$ cat config.mk
export PLATFORM = sky130hd
export DESIGN_NAME = prog_loader
export DESIGN_NICKNAME = d
export VERILOG_FILES = /design/src/rtl/prog_loader.sv
export SDC_FILE = /design/constraint.sdc
export NUM_CORES = 1
export LEC_CHECK = 0
export ABC_AREA = 1
export CORE_MARGIN = 2
export CORE_UTILIZATION = 30
export DETAILED_ROUTE_END_ITERATION = 12
export GPL_ROUTABILITY_DRIVEN = 1
export SYNTH_ARGS = -nofsm -noshare
export SYNTH_HDL_FRONTEND = slang
export SYNTH_SLANG_ARGS = --single-unit
export TNS_END_PERCENT = 5
$ cat constraint.sdc
create_clock -name clk -period 2.4 [get_ports clk]
set_input_delay 0.48 -clock clk [delete_from_list [all_inputs] [get_ports clk]]
set_output_delay 0.48 -clock clk [all_outputs]
set_load 0.02 [all_outputs]
$ cat src/rtl/prog_loader.sv
`default_nettype none
// ============================================================================
// Module      : prog_loader
// Description : Boot/run sequencer in front of the X9 core. It streams
//               machine-code words into instruction memory over a valid/ready
//               handshake and holds the core in reset while it does so. It then
//               releases the core, counts run cycles under a watchdog until the
//               core reports done, and signals completion to the host with a
//               req/ack handshake.
//
//               Optional build macro PROG_LOADER_CHECKSUM_EN: LOAD accepts one
//               extra trailing word. That word is an XOR checksum of the
//               program and is not written to memory. On a mismatch the block
//               sets err_chk and goes to DONE without running the core.
//
// Ports       : clk, reset       - clock, synchronous active-high reset
//               req/len/ack      - host start request, word count, completion
//               in_valid/ready/data - program word stream
//               im_wr_en/addr/dat   - instruction-memory write port
//               core_reset/core_done - core control and status
//               busy, cyc_cnt, err_timeout, err_chk - status and results
// Revision    : 1.0 - initial release
// ============================================================================
module prog_loader #(
    parameter int D       = 12,
    parameter int W       = 9,
    parameter int MAX_CYC = 4096
) (
    input  logic         clk,
    input  logic         reset,
    input  logic         req,
    input  logic [D-1:0] len,
    input  logic         in_valid,
    output logic         in_ready,
    input  logic [W-1:0] in_data,
    output logic         im_wr_en,
    output logic [D-1:0] im_addr,
    output logic [W-1:0] im_dat,
    output logic         core_reset,
    input  logic         core_done,
    output logic         ack,
    output logic         busy,
    output logic [15:0]  cyc_cnt,
    output logic         err_timeout,
    output logic         err_chk
);

    typedef enum logic [1:0] {
        S_IDLE = 2'd0,
        S_LOAD = 2'd1,
        S_RUN  = 2'd2,
        S_DONE = 2'd3
    } state_t;

    localparam logic [D-1:0] c_addr_one  = {{(D-1){1'b0}}, 1'b1};
    localparam logic [31:0]  c_cyc_limit = 32'(MAX_CYC - 1);
    localparam logic [15:0]  c_cyc_sat   = 16'hFFFF;

    state_t       r_state;
    state_t       w_next_state;
    logic [D-1:0] r_addr;
    logic [D-1:0] r_len;
    logic [15:0]  r_cyc_cnt;
    logic         r_err_timeout;

    logic         w_xfer;       // word accepted this cycle
    logic         w_wr;         // accepted word goes to memory
    logic         w_chk_word;   // accepted word would be the checksum
    logic         w_chk_bad;    // checksum word disagrees with running XOR
    logic         w_last_word;  // final word of the load
    logic         w_wd_hit;     // watchdog limit reached

    assign w_xfer   = (r_state == S_LOAD) && in_valid;
    assign w_wr     = w_xfer && !w_chk_word;
    // A saturated counter can never equal a limit above 16'hFFFF, so the
    // compare is made at full width.
    assign w_wd_hit = ({16'd0, r_cyc_cnt} == c_cyc_limit);

`ifdef PROG_LOADER_CHECKSUM_EN
    logic [W-1:0] r_xor;
    logic         r_err_chk;

    // Program words occupy addresses 0..len_q-1, so the checksum arrives
    // once addr_q has reached len_q.
    assign w_chk_word  = (r_addr == r_len);
    assign w_chk_bad   = w_chk_word && (in_data != r_xor);
    assign w_last_word = w_chk_word;
    assign err_chk     = r_err_chk;
`else
    assign w_chk_word  = 1'b0;
    assign w_chk_bad   = 1'b0;
    assign w_last_word = (r_addr == (r_len - c_addr_one));
    assign err_chk     = 1'b0;
`endif

    assign cyc_cnt     = r_cyc_cnt;
    assign err_timeout = r_err_timeout;

    // State register
    always_ff @(posedge clk) begin
        if (reset) begin
            r_state <= S_IDLE;
        end else begin
            r_state <= w_next_state;
        end
    end

    // Next-state decode
    always_comb begin
        w_next_state = r_state;
        case (r_state)
            S_IDLE: begin
                if (req) begin
                    w_next_state = (len != '0) ? S_LOAD : S_RUN;
                end
            end
            S_LOAD: begin
                if (w_xfer && w_last_word) begin
                    w_next_state = w_chk_bad ? S_DONE : S_RUN;
                end
            end
            S_RUN: begin
                if (core_done || w_wd_hit) begin
                    w_next_state = S_DONE;
                end
            end
            S_DONE: begin
                if (!req) begin
                    w_next_state = S_IDLE;
                end
            end
            default: w_next_state = S_IDLE;
        endcase
    end

    // Outputs are decoded from the registered state only, apart from the
    // zero-latency memory write, which follows in_valid directly.
    always_comb begin
        in_ready   = 1'b0;
        im_wr_en   = 1'b0;
        im_addr    = r_addr;
        im_dat     = '0;
        core_reset = 1'b1;
        ack        = 1'b0;
        busy       = 1'b0;
        case (r_state)
            S_LOAD: begin
                in_ready = 1'b1;
                busy     = 1'b1;
                im_wr_en = w_wr;
                if (w_wr) begin
                    im_dat = in_data;
                end
            end
            S_RUN: begin
                core_reset = 1'b0;
                busy       = 1'b1;
            end
            S_DONE: begin
                ack = 1'b1;
            end
            default: ;
        endcase
    end

    // Datapath registers
    always_ff @(posedge clk) begin
        if (reset) begin
            r_addr        <= '0;
            r_len         <= '0;
            r_cyc_cnt     <= '0;
            r_err_timeout <= 1'b0;
`ifdef PROG_LOADER_CHECKSUM_EN
            r_xor         <= '0;
            r_err_chk     <= 1'b0;
`endif
        end else begin
            case (r_state)
                S_IDLE: begin
                    if (req) begin
                        r_len         <= len;
                        r_addr        <= '0;
                        r_cyc_cnt     <= '0;
                        r_err_timeout <= 1'b0;
`ifdef PROG_LOADER_CHECKSUM_EN
                        r_xor         <= '0;
                        r_err_chk     <= 1'b0;
`endif
                    end
                end
                S_LOAD: begin
                    if (w_xfer) begin
                        r_addr <= r_addr + c_addr_one;
`ifdef PROG_LOADER_CHECKSUM_EN
                        if (w_wr) begin
                            r_xor <= r_xor ^ in_data;
                        end
                        if (w_chk_bad) begin
                            r_err_chk <= 1'b1;
                        end
`endif
                    end
                end
                S_RUN: begin
                    // The count freezes on the exit edge, whether the exit is
                    // a done or a timeout. Done takes priority over timeout.
                    if (!core_done) begin
                        if (w_wd_hit) begin
                            r_err_timeout <= 1'b1;
                        end else if (r_cyc_cnt != c_cyc_sat) begin
                            r_cyc_cnt <= r_cyc_cnt + 16'd1;
                        end
                    end
                end
                default: ;
            endcase
        end
    end

endmodule
`default_nettype wire

==> results.json, run 1 <==
{
  "worstHoldPathType": "reg -> reg",
  "yosys-top-cells-area": "dfxtp_1 (30%), nand2_1 (13%), inv_1 (7.3%)",
  "routed_via_density": 4.71,
  "nets": 532,
  "synth_common_cells": "nand2_1 (95), inv_1 (55), nor2_1 (55)",
  "clock_sinks": 43,
  "status": "complete, no violations",
  "start_util": 0.307,
  "cts_buffers": 5,
  "syn_avg_cell_area_um2": 6.67,
  "grt_pass1_wl_um": 12800,
  "ir_worst_vdd_mv": 0.431,
  "overflow": 0,
  "worst_path_max_delay_cell": "clkdlybuf4s50_1",
  "r2r_setup_slack_ns": 0.39,
  "synth_warnings": 0,
  "p_total_mw": 3.13,
  "crit_buf_inv": 3,
  "num_antenna_cells": 0,
  "crit_chain": "inv_1 -> ha_1 -> inv_1 -> clkdlybuf4s50_1",
  "final_cells": 610,
  "synth_edf_count": 0,
  "rsz0062_at_grt": "false",
  "yosysTopAreaCell": "dfxtp_1",
  "cp_max_fo": 5,
  "fin_crit_ns": 2.29,
  "grt_usage": 0.155,
  "clk_latency_ns": 0.29,
  "syn_area_um2": 2820,
  "dieArea_um2": 10200,
  "path_clk_slew_ns": 0.08,
  "cap_violations": 0,
  "period_share": 0.953,
  "grt_pass1_vias": 2817,
  "place_inst": 602,
  "ys_ff_latch": 43,
  "cp_top_family": "buffers and inverters",
  "synthCells": 423,
  "grt_max_degree": 22,
  "power_density_nw_per_um2": 831,
  "crit_path_frequent_cell": "inv_1",
  "ant_nets": 0,
  "cp-start-kind": "register",
  "synth_cell_types": 40,
  "clock_skew_ns": 0.00649,
  "drt-initial-drc-count": 87,
  "hpwl_um": 6060,
  "clk_root_buffer_cell": "clkbuf_8",
  "timing.critical_path.arrival_ns": 1.81,
  "postRouteWirelength_um": 7620,
  "syn-num-nets": 457,
  "fp.dieW_um": 101,
  "max_stage_delay_ns": 0.61,
  "path_class": "reg -> out",
  "cts_max_path_buffers": 2,
  "yosysMostFrequentCell": "nand2_1",
  "fin_util": 0.410,
  "ys.flop_type": "dfxtp_1",
  "gp_congestion": 0.878,
  "drive_above_1_share": 0.0982,
  "hold_violations": 0,
  "async_flop_share": 0,
  "p_leak_nw": 1.61,
  "ios": 70,
  "area_growth_pct": 33.5,
  "synth_top_area_frac": 0.305,
  "drc": 0,
  "vias": 2873,
  "fmax_mhz": 437,
  "cts_tree": "done",
  "io_buffer_count": 68,
  "slew_violations": 0,
  "firstDrtPassIters": 4,
  "setup_viol": 0,
  "core_area_um2": 9200,
  "cts_max_level": 2,
  "crit_path_end_kind": "output pin",
  "rows": 35,
  "wl_per_cell_um": 12.5,
  "grt_antenna_before_repair": 0,
  "cts_setup_buffers": 0,
  "cp.required_ns": 1.92,
  "yosysSeqAreaShare": 0.305,
  "die_h_um": 101
}
## per-stage QoR
step / hold WS [ns] / worst slack (ns) / setup TNS, ns / instance area, µm²
after detailed placement: 0.463 / -0.0311 / -0.106 / 3640
after global routing: 0.508 / 0.0433 / 0 / 3770
after global placement: 0.459 / 0.0243 / 0 / 3640
after CTS: 0.484 / 0.00249 / 0 / 3760
final: 0.478 / 0.114 / 0 / 3770
after floorplan: 0.470 / 0.465 / 0 / 2820
## worst paths after layout
| check | from | to | depth (start not counted) |
|---|---|---|---|
| min reg2reg | err_timeout | err_timeout | 2 |
| max reg2reg | r_state[1] | im_addr[10] | 11 |
| min | err_timeout | err_timeout | 2 |
| max | r_state[0] | core_reset | 4 |
## flip-flops by register name, indices dropped and copies added, names as in the netlist
| signal | count |
|---|---|
| cyc_cnt | 16 |
| im_addr | 12 |
| r_len | 12 |
| r_state | 2 |
| err_timeout | 1 |
## routing by layer
metal	vias up	share of wire	global-route usage
li1	1507	-	-
met1	1285	0.47	0.199
met2	77	0.47	0.267
met3	4	0.053	0.0284
met4	0	0.0071	0.0395
met5	-	0	0
## tightest hold or removal path, delay by kind of cell, from the launching register on
| kind | cells | cell delay, ns |
|---|---|---|
| AOI/OAI and AO/OA | 1 | 0.04 |
| DFF | 1 | 0.34 |
| and+or+nand+nor | 1 | 0.07 |
## what timing repair did
item / in CTS / in global routing
resized for setup: 7 / 5
hold buffers: 0 / 0
endpoints found under the hold margin: 0 / 0
pin swaps: 0 / 0
setup endpoints to repair: 10 / 5
## power by group
| part | switching [mW] | internal [mW] | total (mW) |
|---|---|---|---|
| combinational | 0.999 | 0.627 | 1.63 |
| clock | 0.262 | 0.337 | 0.599 |
| sequential | 0.0993 | 0.806 | 0.905 |
| total | 1.36 | 1.77 | 3.13 |
## placed cells by master, fill, tap and decap left out, types with 2 or more instances in the layout
master / synthesis / final
nand3_1: 24 / 24
nand2_1: 95 / 94
xnor2_1: 4 / 4
inv_2: 4 / 4
a211oi_2: 2 / 2
clkdlybuf4s50_1: 0 / 58
a21oi_1: 37 / 37
nand2_2: 2 / 3
nor2_1: 55 / 55
nor3_1: 13 / 13
o21ai_0: 26 / 26
buf_4: 1 / 9
nor4_1: 2 / 2
dlymetal6s2s_1: 0 / 5
nor3_2: 4 / 4
nand4_1: 4 / 4
dlygate4sd2_1: 0 / 5
o21ai_1: 2 / 2
a31oi_1: 3 / 3
inv_1: 55 / 55
clkbuf_8: 0 / 6
ha_1: 8 / 7
dfxtp_1: 43 / 43
xor2_1: 7 / 7
nand3_2: 4 / 4
nor2_4: 6 / 6
## final cells by class
cell class	instances	area, µm²
fillers	978	5430
multi-input cells	311	1670
inverters	60	230
clock inverters	2	35.0
clock buffers	6	82.6
well taps	111	139
repair buffers	77	754
flip-flops and latches	43	861
## cells by family after synthesis
logic type                 count (synthesis)  synth area share
AOI/OAI and AO/OA                         75             0.146
buffers and inverters                     69             0.106
xor gates and xnor gates                  12            0.0421
DFF                                       43             0.305
other                                      1           0.00133
and+or+nand+nor                          215             0.364
adders and majority gates                  8            0.0355
No activity file was read; power rests on OpenSTA's default activity.
==> inputs of run 2 (changes only) <==
Settings changed: SLEW_MARGIN set to 0.
==> results of run 2 <==
No change in the layout: final DEF, timing and power equal those of run 1.
==> inputs of run 3 (changes only) <==
Settings changed: SLEW_MARGIN 0 to unset.
==> results of run 3 <==
No change in the layout: final DEF, timing and power equal those of run 1.
